**src/rtl/reset_sequencer.sv**
```systemverilog
// Reset sequencer: async-assert / sync-deassert reset with hold filter and
// staggered per-channel release, plus a software-triggered re-sequence.
// Ports: clk, reset (async, active-high board reset), sw_reset_req (sync
//   request, honoured only once all channels are released), s_reset[NUM_CH]
//   (per-channel resets, bit 0 first), ready (all released), sw_count
//   (saturating count of accepted software resets).
// Latency: s_reset[i] falls SYNC_STAGES + HOLD_CYCLES + i*STAGGER edges after
//   reset is first sampled low; all outputs are registered.
module reset_sequencer #(
  parameter int SYNC_STAGES = 2,
  parameter int HOLD_CYCLES = 4,
  parameter int NUM_CH      = 3,
  parameter int STAGGER     = 2,
  parameter int SW_PULSE    = 3,
  parameter int CNT_W       = 8
) (
  input  logic              clk,
  input  logic              reset,
  input  logic              sw_reset_req,
  output logic [NUM_CH-1:0] s_reset,
  output logic              ready,
  output logic [CNT_W-1:0]  sw_count
);

  localparam int HOLD_W  = $clog2(HOLD_CYCLES + 1);
  localparam int STAG_W  = $clog2(STAGGER + 1);
  localparam int PULSE_W = $clog2(SW_PULSE + 1);
  localparam int CH_W    = $clog2(NUM_CH + 1);

  typedef enum logic [1:0] {ST_HOLD, ST_RELEASE, ST_RUN, ST_SWRST} state_t;

  state_t                 state_q, state_d;
  logic [SYNC_STAGES-1:0] sync_q, sync_d;
  logic [HOLD_W-1:0]      hold_cnt_q, hold_cnt_d;
  logic [STAG_W-1:0]      stag_cnt_q, stag_cnt_d;
  logic [PULSE_W-1:0]     pulse_cnt_q, pulse_cnt_d;
  logic [CH_W-1:0]        ch_idx_q, ch_idx_d;
  logic [NUM_CH-1:0]      s_reset_q, s_reset_d;
  logic                   ready_q, ready_d;
  logic [CNT_W-1:0]       sw_count_q, sw_count_d;
  logic                   rst_sync;

  assign rst_sync = sync_q[SYNC_STAGES-1];

  always_comb begin
    state_d     = state_q;
    sync_d      = {sync_q[SYNC_STAGES-2:0], 1'b0};
    hold_cnt_d  = hold_cnt_q;
    stag_cnt_d  = stag_cnt_q;
    pulse_cnt_d = pulse_cnt_q;
    ch_idx_d    = ch_idx_q;
    s_reset_d   = s_reset_q;
    ready_d     = ready_q;
    sw_count_d  = sw_count_q;

    case (state_q)
      ST_HOLD: begin
        if (rst_sync) begin
          hold_cnt_d = '0;
        end else if (hold_cnt_q == HOLD_W'(HOLD_CYCLES - 1)) begin
          hold_cnt_d = '0;
          stag_cnt_d = '0;
          // Channels release in index order, so shifting in zeros from the
          // bottom clears exactly the next channel.
          s_reset_d  = s_reset_q << 1;
          ch_idx_d   = CH_W'(1);
          if (NUM_CH == 1) begin
            state_d = ST_RUN;
            ready_d = 1'b1;
          end else begin
            state_d = ST_RELEASE;
          end
        end else begin
          hold_cnt_d = hold_cnt_q + HOLD_W'(1);
        end
      end

      ST_RELEASE: begin
        if (stag_cnt_q == STAG_W'(STAGGER - 1)) begin
          stag_cnt_d = '0;
          s_reset_d  = s_reset_q << 1;
          ch_idx_d   = ch_idx_q + CH_W'(1);
          if (ch_idx_q == CH_W'(NUM_CH - 1)) begin
            state_d = ST_RUN;
            ready_d = 1'b1;
          end
        end else begin
          stag_cnt_d = stag_cnt_q + STAG_W'(1);
        end
      end

      ST_RUN: begin
        s_reset_d = '0;
        ready_d   = 1'b1;
        if (sw_reset_req) begin
          s_reset_d   = '1;
          ready_d     = 1'b0;
          pulse_cnt_d = '0;
          state_d     = ST_SWRST;
          if (sw_count_q != '1) sw_count_d = sw_count_q + CNT_W'(1);
        end
      end

      ST_SWRST: begin
        // Entry edge counts as the first pulse edge; the HOLD phase then
        // starts counting at once because the synchroniser is already low.
        if (pulse_cnt_q == PULSE_W'(SW_PULSE - 1)) begin
          pulse_cnt_d = '0;
          hold_cnt_d  = '0;
          state_d     = ST_HOLD;
        end else begin
          pulse_cnt_d = pulse_cnt_q + PULSE_W'(1);
        end
      end

      default: state_d = ST_HOLD;
    endcase
  end

  always_ff @(posedge clk or posedge reset) begin
    if (reset) begin
      state_q     <= ST_HOLD;
      sync_q      <= '1;
      hold_cnt_q  <= '0;
      stag_cnt_q  <= '0;
      pulse_cnt_q <= '0;
      ch_idx_q    <= '0;
      s_reset_q   <= '1;
      ready_q     <= 1'b0;
      sw_count_q  <= '0;
    end else begin
      state_q     <= state_d;
      sync_q      <= sync_d;
      hold_cnt_q  <= hold_cnt_d;
      stag_cnt_q  <= stag_cnt_d;
      pulse_cnt_q <= pulse_cnt_d;
      ch_idx_q    <= ch_idx_d;
      s_reset_q   <= s_reset_d;
      ready_q     <= ready_d;
      sw_count_q  <= sw_count_d;
    end
  end

  assign s_reset  = s_reset_q;
  assign ready    = ready_q;
  assign sw_count = sw_count_q;

endmodule
```
**config.mk**
```make
export PLATFORM = sky130hd
export DESIGN_NAME = reset_sequencer
export DESIGN_NICKNAME = d
export VERILOG_FILES = /design/src/rtl/reset_sequencer.sv
export SDC_FILE = /design/constraint.sdc
export NUM_CORES = 1
export LEC_CHECK = 0
export CORE_AREA = 5 5 73 75
export CTS_CLUSTER_SIZE = 40
export DETAILED_ROUTE_END_ITERATION = 8
export DIE_AREA = 0 0 78 80
export PLACE_DENSITY = 0.55
export SLEW_MARGIN = 20
export SYNTH_ARGS = -nofsm -noshare
export SYNTH_HDL_FRONTEND = slang
export SYNTH_SLANG_ARGS = --single-unit
```
**constraint.sdc**
```tcl
create_clock -name clk -period 2.7 [get_ports clk]
set_input_delay 0.54 -clock clk [delete_from_list [all_inputs] [get_ports clk]]
set_output_delay 0.54 -clock clk [all_outputs]
set_load 0.02 [all_outputs]
```
==> impl_metrics.ini, run 1 <==
[synthesis]
seq_area_frac_synth_pct = 48.2
synth-seq-cells = 25
synth_edf_count = 0
synthesis.nets = 135
syn_inst = 123
ys_warn_count = 0
synth_cell_type_count = 34
synthArstFlopShare_pct = 100
netlist_area_um2 = 1310
ys.flop_type = dfrtp_1
syn-mean-instance-area_um2 = 10.7

[layout]
drive_gt1_share_pct = 12.1
stdcell_count = 195
final_common_cell = dfrtp_1
diodes = 0
fillCellCount = 461
syn2layout_area_growth_pct = 19.6
nets = 154
final_cell_mix = dfrtp_1 (20), nand2_1 (14), clkdlybuf4s50_1 (14)

[grt]
grt_pass1_vias = 994
grt_max_degree = 26
grt-ovfl-total = 0
antenna_found_initial = 0
grt_usage_pct = 8.87
grt_pass1_wl_mm = 4.52

[routing]
viasPerCell = 4.84
dr.pass1.iters = 4
met3_length_um = 66
drc = 0
totalWireLength_mm = 2.47
vias = 943
drt_iter0_markers = 52
routed.top_layer = met4
wl_met1_mm = 1.06
wl_met2_mm = 1.29
routedWlPerCell_um = 12.7
ant_nets = 0

[power]
clkPwrFrac_pct = 13.0
comb_power_share_pct = 50.2
power_frac_seq_pct = 36.8
leakage_nw = 0.668
power_mw = 1.73
vdd_drop_max_v = 0.000562
powerDensity_nw_per_um2 = 1100
p_int_mw = 1.02
swShare_pct = 40.9
p_switching_uw = 707

[floorplan]
coreArea_um2 = 4600
initial_core_util_pct = 28.5
io_pins = 15
die_area_um2 = 6240
chipHeight_um = 80
num_rows = 25
die_w_um = 78

[placed_design]
dp_hpwl_mm = 1.82
place.gp.congestion = 0.832
port_buffers = 14
place_inst = 191

[timing]
finalClockSkew_ps = 3.96
period_needed_ps = 2070
tns_ps = 0
hold_viol_final = 0
rsz0062_at_grt = false
slew_violations = 0
setup_viol = 0
fin_crit_sh_pct = 76.8
fmax_mhz = 482

[run_status]
outcome = finished, final reports clean

[setup_path]
crit_path_start_kind = flop
crit_path_max_fanout = 8
path_buf_inv = 1
slowest_stage = dfrtp_1
crit_required_ps = 2860
cp_top_family = simple AND/OR/NAND/NOR gates
worstSetupPathType = reg2reg
r2r_slack_ps = 630
crit_path_cell_trace = inv_1, ha_1, nand2_1, nor3_2, and4_1, mux2_1
end_kind = flop
startpoint = state_q[0]
cp_data_arrival_time_ps = 2230
slowest_delay_ps = 420
rr_startpoint = state_q[0]

[hold_path]
worstHoldStart = sync_q[0]
hp-class = reg2reg

[clock_network]
cts.sinks = 25
h-tree-depth = 1
cts_setup_buffers = 0
cts_tree = done
hold_buffers = 0
clk_pin_slew_ps = 90
numCtsBuffers = 3
clk_latency_ps = 270
root_buffer = clkbuf_8
cts_buffer_depth = 2
cts-resized-gates = 0

[run]
max_cap_violations = 0
## path summary, 6_finish.rpt
kind / to / depth (start not counted)
max: sw_count[7] / 6
min: sync_q[1] / 0
max reg2reg: sw_count[7] / 6
min reg2reg: sync_q[1] / 0
max in group asynchronous: sync_q[0] / 3
min in group asynchronous: pulse_cnt_q[0] / 3
## area by class of cell
type / instances / area [µm²] / area share [%]
inverters: 8 / 30.0 / 1.92
repair buffers: 15 / 148 / 9.42
multi-input cells: 89 / 644 / 41.1
flip-flops and latches: 25 / 632 / 40.3
clock buffers: 4 / 45.0 / 2.88
well taps: 54 / 67.6 / 4.31
## state kept, by name, summed over array words and instances (netlist names)
| register | flops |
|---|---|
| sync_q | 2 |
| pulse_cnt_q | 2 |
| stag_cnt_q | 2 |
| sw_count | 8 |
| ch_idx_q | 2 |
| ready | 1 |
| state_q | 2 |
| hold_cnt_q | 3 |
| s_reset | 3 |
## metal layers
| metal | vias up | GRT usage [%] |
|---|---|---|
| met3 | 5 | 1.47 |
| li1 | 459 | - |
| met5 | - | 0 |
| met4 | 0 | 4.05 |
| met1 | 460 | 10.9 |
| met2 | 19 | 15.1 |
## per-stage QoR
step	utilization [%]	instance area, µm²	setup slack (ps)	hold slack [ps]
finish	34.1	1570	626	359
global route	34.1	1570	493	364
CTS	34.1	1570	615	360
detailed placement	33.1	1520	504	347
global placement	33.1	1520	586	346
floorplan	-	1310	924	345
## cell families after synthesis
| group | count (synthesis) | synth area share, % |
|---|---|---|
| buffers and inverters | 9 | 2.58 |
| and+or+nand+nor | 44 | 17.3 |
| AOI/OAI and AO/OA | 23 | 12.5 |
| other | 1 | 0.286 |
| muxes | 9 | 8.50 |
| xor gates and xnor gates | 3 | 2.01 |
| DFF | 25 | 48.2 |
| adders and majority gates | 9 | 8.60 |
## cell usage after synthesis (2+ instances only)
cell type / n / area, µm²
dfstp_2: 5 / 131
nor2b_1: 2 / 12.5
nand2b_1: 4 / 25.0
a21oi_1: 10 / 50.1
inv_1: 7 / 26.3
xnor2_1: 3 / 26.3
nand3_1: 5 / 25.0
nand2_1: 14 / 52.6
o21ai_1: 4 / 20.0
a31oi_1: 2 / 12.5
mux2i_1: 4 / 40.0
dfrtp_1: 20 / 500
ha_1: 9 / 113
nor3_1: 5 / 25.0
and4_1: 2 / 17.5
mux2_1: 3 / 33.8
nor2_1: 7 / 26.3
## power groups by stage
stage / Combinational, mW / Clock (mW) / Sequential (mW)
after floorplan: 0.559 / 0 / 0.702
after global placement: 0.857 / 0 / 0.637
after detailed placement: 0.879 / 0 / 0.644
after CTS: 0.886 / 0.233 / 0.637
after global routing: 0.981 / 0.250 / 0.659
final: 0.869 / 0.224 / 0.636
No activity file was read; power rests on OpenSTA's default activity.
==> run 2: changes to the inputs <==
clock period = 2.05 ns   (was 2.7 ns; I/O delays follow)
==> run 2 against run 1 <==
Net effect:
- clock skew is 0.79 ps higher
- combinational power increased by 35%
- cell count is 1.0% higher
- largest cell class unchanged
- largest power group unchanged
==> impl_metrics.ini, run 2 (synthesis gave the netlist of run 1 again) <==
[run_status]
outcome = finished, final reports clean

[timing]
fmax_mhz = 546
timing.hold.ws_ps = 362
tns_ps = 0
slew_violations = 0
period_needed_ps = 1830
setup_viol = 0
hold_viol_final = 0
finalClockSkew_ps = 4.75
fin_crit_sh_pct = 89.3
rsz0062_at_grt = false

[run]
max_cap_violations = 0

[layout]
fillCellCount = 455
syn2layout_area_growth_pct = 20.7
nets = 156
register_area_um2 = 632
largest_reg_flops = 8
final_cell_mix = dfrtp_1 (20), nand2_1 (14), clkdlybuf4s50_1 (14)
diodes = 0
drive_gt1_share_pct = 13.3
final_common_cell = dfrtp_1
multi_input_area_um2 = 644

[placed_design]
port_buffers = 14
place.gp.congestion = 0.839
dp_hpwl_mm = 1.85

[clock_network]
numCtsBuffers = 3
root_buffer = clkbuf_8
cts_buffer_depth = 2
clk_pin_slew_ps = 90
h-tree-depth = 1
cts_tree = done
cts-resized-gates = 0
cts.sinks = 25
hold_buffers = 0
cts_setup_buffers = 0
clk_latency_ps = 260

[floorplan]
io_pins = 15
chipHeight_um = 80
initial_core_util_pct = 28.5
coreArea_um2 = 4600
die_w_um = 78
num_rows = 25
die_area_um2 = 6240

[hold_path]
hp-class = reg2reg

[routing]
viasPerCell = 4.68
vias = 921
drc = 0
drt_iter0_markers = 20
dr.pass1.iters = 4
routedWlPerCell_um = 12.3
ant_nets = 0
totalWireLength_mm = 2.43

[grt]
grt_pass1_wl_mm = 4.26
grt_max_degree = 26
grt-ovfl-total = 0
grt_usage_pct = 8.35
grt_pass1_vias = 946
antenna_found_initial = 0

[setup_path]
crit_path_max_fanout = 3
crit_required_ps = 1640
cp_top_family = buffers and inverters
end_kind = output port
slowest_stage = clkdlybuf4s50_1
crit_path_start_kind = flop
path_buf_inv = 1
worstSetupPathType = reg2out
slowest_delay_ps = 600
crit_path_cell_trace = clkdlybuf4s50_1
cp_data_arrival_time_ps = 1420

[power]
leakage_nw = 0.678
vdd_drop_max_v = 0.000703
powerDensity_nw_per_um2 = 1450
-- run 2: stage by stage --
stage | util [%] | std cells | setup WS [ps] | cell area, µm² | total power, mW
floorplan | - | 123 | 274 | 1310 | 1.66
global placement | 33.4 | 193 | 195 | 1540 | 1.99
detailed placement | 33.4 | 193 | 141 | 1540 | 2.03
CTS | 34.4 | 197 | 205 | 1580 | 2.33
global route | 34.4 | 197 | 183 | 1580 | 2.49
finish | 34.4 | 197 | 220 | 1580 | 2.29
-- run 2: worst paths after layout --
path	startpoint	to	slack [ps]	cells after the start
setup reg to reg	hold_cnt_q[0]	s_reset[0]	290	4
hold / removal	sync_q[0]	sync_q[1]	360	0
max in group asynchronous	reset	s_reset[2]	1270	3
hold reg to reg	sync_q[0]	sync_q[1]	360	0
min in group asynchronous	reset	sw_count[0]	490	3
setup / recovery	s_reset[0]	s_reset[0]	220	1
-- run 2: layout make-up --
cell class                 instances  area share (%)
tap                               54            4.27
multi-input combinational         89            40.7
inverter                           8            1.90
timing repair buffer              17            10.3
sequential                        25            40.0
clock buffer                       4            2.85
-- run 2: layer usage --
layer	track usage, %	share of wire, %	vias to the layer above	routed length (µm)
met2	14.4	51	10	1250
met5	0	0	-	0
met1	10.6	46	449	1120
li1	-	-	460	-
met4	2.53	0.78	0	19
met3	1.35	1.7	2	42
-- run 2: report_power, final --
part / leakage, nW / internal, mW / switching (mW)
sequential: 0.305 / 0.687 / 0.152
combinational: 0.350 / 0.537 / 0.628
clock: 0.0228 / 0.139 / 0.152
total: 0.678 / 1.36 / 0.932
==> variant: new RTL, settings of run 2 <==
Register the output `sw_count` once more, without a reset; this adds one clock of latency there. The other outputs are not delayed to match.
--- a/src/rtl/reset_sequencer.sv
+++ b/src/rtl/reset_sequencer.sv
@@ -145,3 +145,5 @@
   assign ready    = ready_q;
-  assign sw_count = sw_count_q;
+  always_ff @(posedge clk) begin
+    sw_count <= sw_count_q;
+  end
 
Formal check against the unedited RTL: no difference found for any inputs over 10 cycles, from zero or initial values and one cycle with reset high; that may be too few to reach the edited logic, so the function may still have changed.
==> variant against run 2 <==
  * Total power increased by 14%
  * Sequential cell count increased by 8
  * Worst setup slack got worse by 0.021 ns
  * Die area unchanged
  * Register-to-register slack got worse by 0.09 ns
  * Wire length increased by 4.0%
  * Critical endpoint is now sw_count_q[6]
  * Highest routed layer unchanged
  * Synthesized area increased by 10%
  * Hold slack improved by 0.0042 ns
  * Clock power increased by 64%
  * Design area increased by 10%
==> variant: results (changes against run 2) <==
top-area cell type share of the netlist area 34.7% (-3.5 points); met3 Use GR 3.50% (+2.1 points); dpl cell area 0.00166 mm2 (+7.9%); Worst path slowest cell dfrtp_1; gr usage total 9.18% (+0.83 points); I/O Buffers 14 (unchanged); share of cells above drive strength 1 15.4% (+2.1 points); synth top area cells dfrtp_1, dfxtp_1, dfstp_2; DRT Wirelength 2530 um (+4.0%); non-filler instance count after layout 203 (+3.0%); wire length on met1 1170 um (+4.4%); drt first-iter violations 48 (+140%); clock transition at the registers of the reported paths 0.07 ns (-0.02 ns); buffers outside the clock class 16 (-1); Lkg Pwr 0.000764 uW (+13%); Seq Cell Count 33 (+32%); peak supply drop 0.500 mV (-29%); multiplexer area fraction after synthesis 4.86% (-3.6 points); Final nets 160 (+2.6%); Synth top cells by count dfrtp_1, a21oi_1, ha_1, nand2_1; post-synthesis xor/xnor area fraction 2.43% (+0.42 points); DP Wirelength 1830 um (-1.2%); Synth Area in Compound Gates 12.9% (+0.41 points); Top delay family on crit path simple AND/OR/NAND/NOR gates; CP max stage delay 0.42 ns (-0.18 ns); fill count 448 (-1.5%); Synth async-reset ratio 75.8% (-24 points); Non-clock buffer share 8.90% (-1.4 points); vias 953 (+3.5%); utilization after layout 37.9% (+3.5 points); sequential fraction of the synthesis area 54.9% (+6.7 points); Seq area share 45.4% (+5.5 points); first-pass GRT wire length 4510 um (+5.7%); multi-input combinational area share 35.2% (-5.6 points); average cell area after synthesis 11.4 um2 (+7.5%); Clk Latency, worst-skew pair 0.28 ns (+0.02 ns); count of multi-input gates 84 (-5.6%); largest net degree at the start of global routing 26 (unchanged); met2 wire len 1180 um (-5.8%); DP Worst Slack 0.159 ns (+0.0178 ns); WL met3 138 um (+230%); clock network area share 4.95% (+2.1 points); Crit Path Max Fanout 6 (+3); Worst Path Arrival 2.02 ns (+0.60 ns); vias in the first global route 989 (+4.5%); met1 Usage GRT 10.9% (+0.30 points); post-synth cell types 38 (+12%); H-tree Lvls 2 (+1); Worst Skew 0.00464 ns (-0.000112 ns); gpl congestion 0.752 (-10%); Adder-Cell Fraction of Synth Area 7.81% (-0.79 points); drt drc 0 (unchanged); die width 78 um (unchanged); Post-Syn Nets 138 (+2.2%); CLK BUF 5 (+1); status finished clean
variant: cell count changes after synthesis, sizes merged, moves of 2 or more:
cell    delta
nor2       -3
nand2      -4
nand3      -2
nor3       -4
nand4      +4
mux2i      -4
a22o       +3
o21ai      +3
and3       +2
nand2b     -2
dfxtp      +8
variant: path summary, 6_finish.rpt:
kind | start | end | slack [ns] | cells after the start
setup / recovery | state_q[0] | sw_count_q[6] | 0.20 | 6
hold / removal | sync_q[0] | sync_q[1] | 0.37 | 0
setup reg to reg | state_q[0] | sw_count_q[6] | 0.20 | 6
hold reg to reg | sync_q[0] | sync_q[1] | 0.37 | 0
max in group asynchronous | reset | sync_q[1] | 1.29 | 3
min in group asynchronous | reset | sw_count_q[1] | 0.47 | 3
variant: power by group:
part           switching, uW  leakage (uW)  internal [uW]  total [uW]
clock                    242     0.0000439            234         476
combinational            586      0.000348            515        1100
sequential               159      0.000372            886        1050
total                    987      0.000764           1640        2620
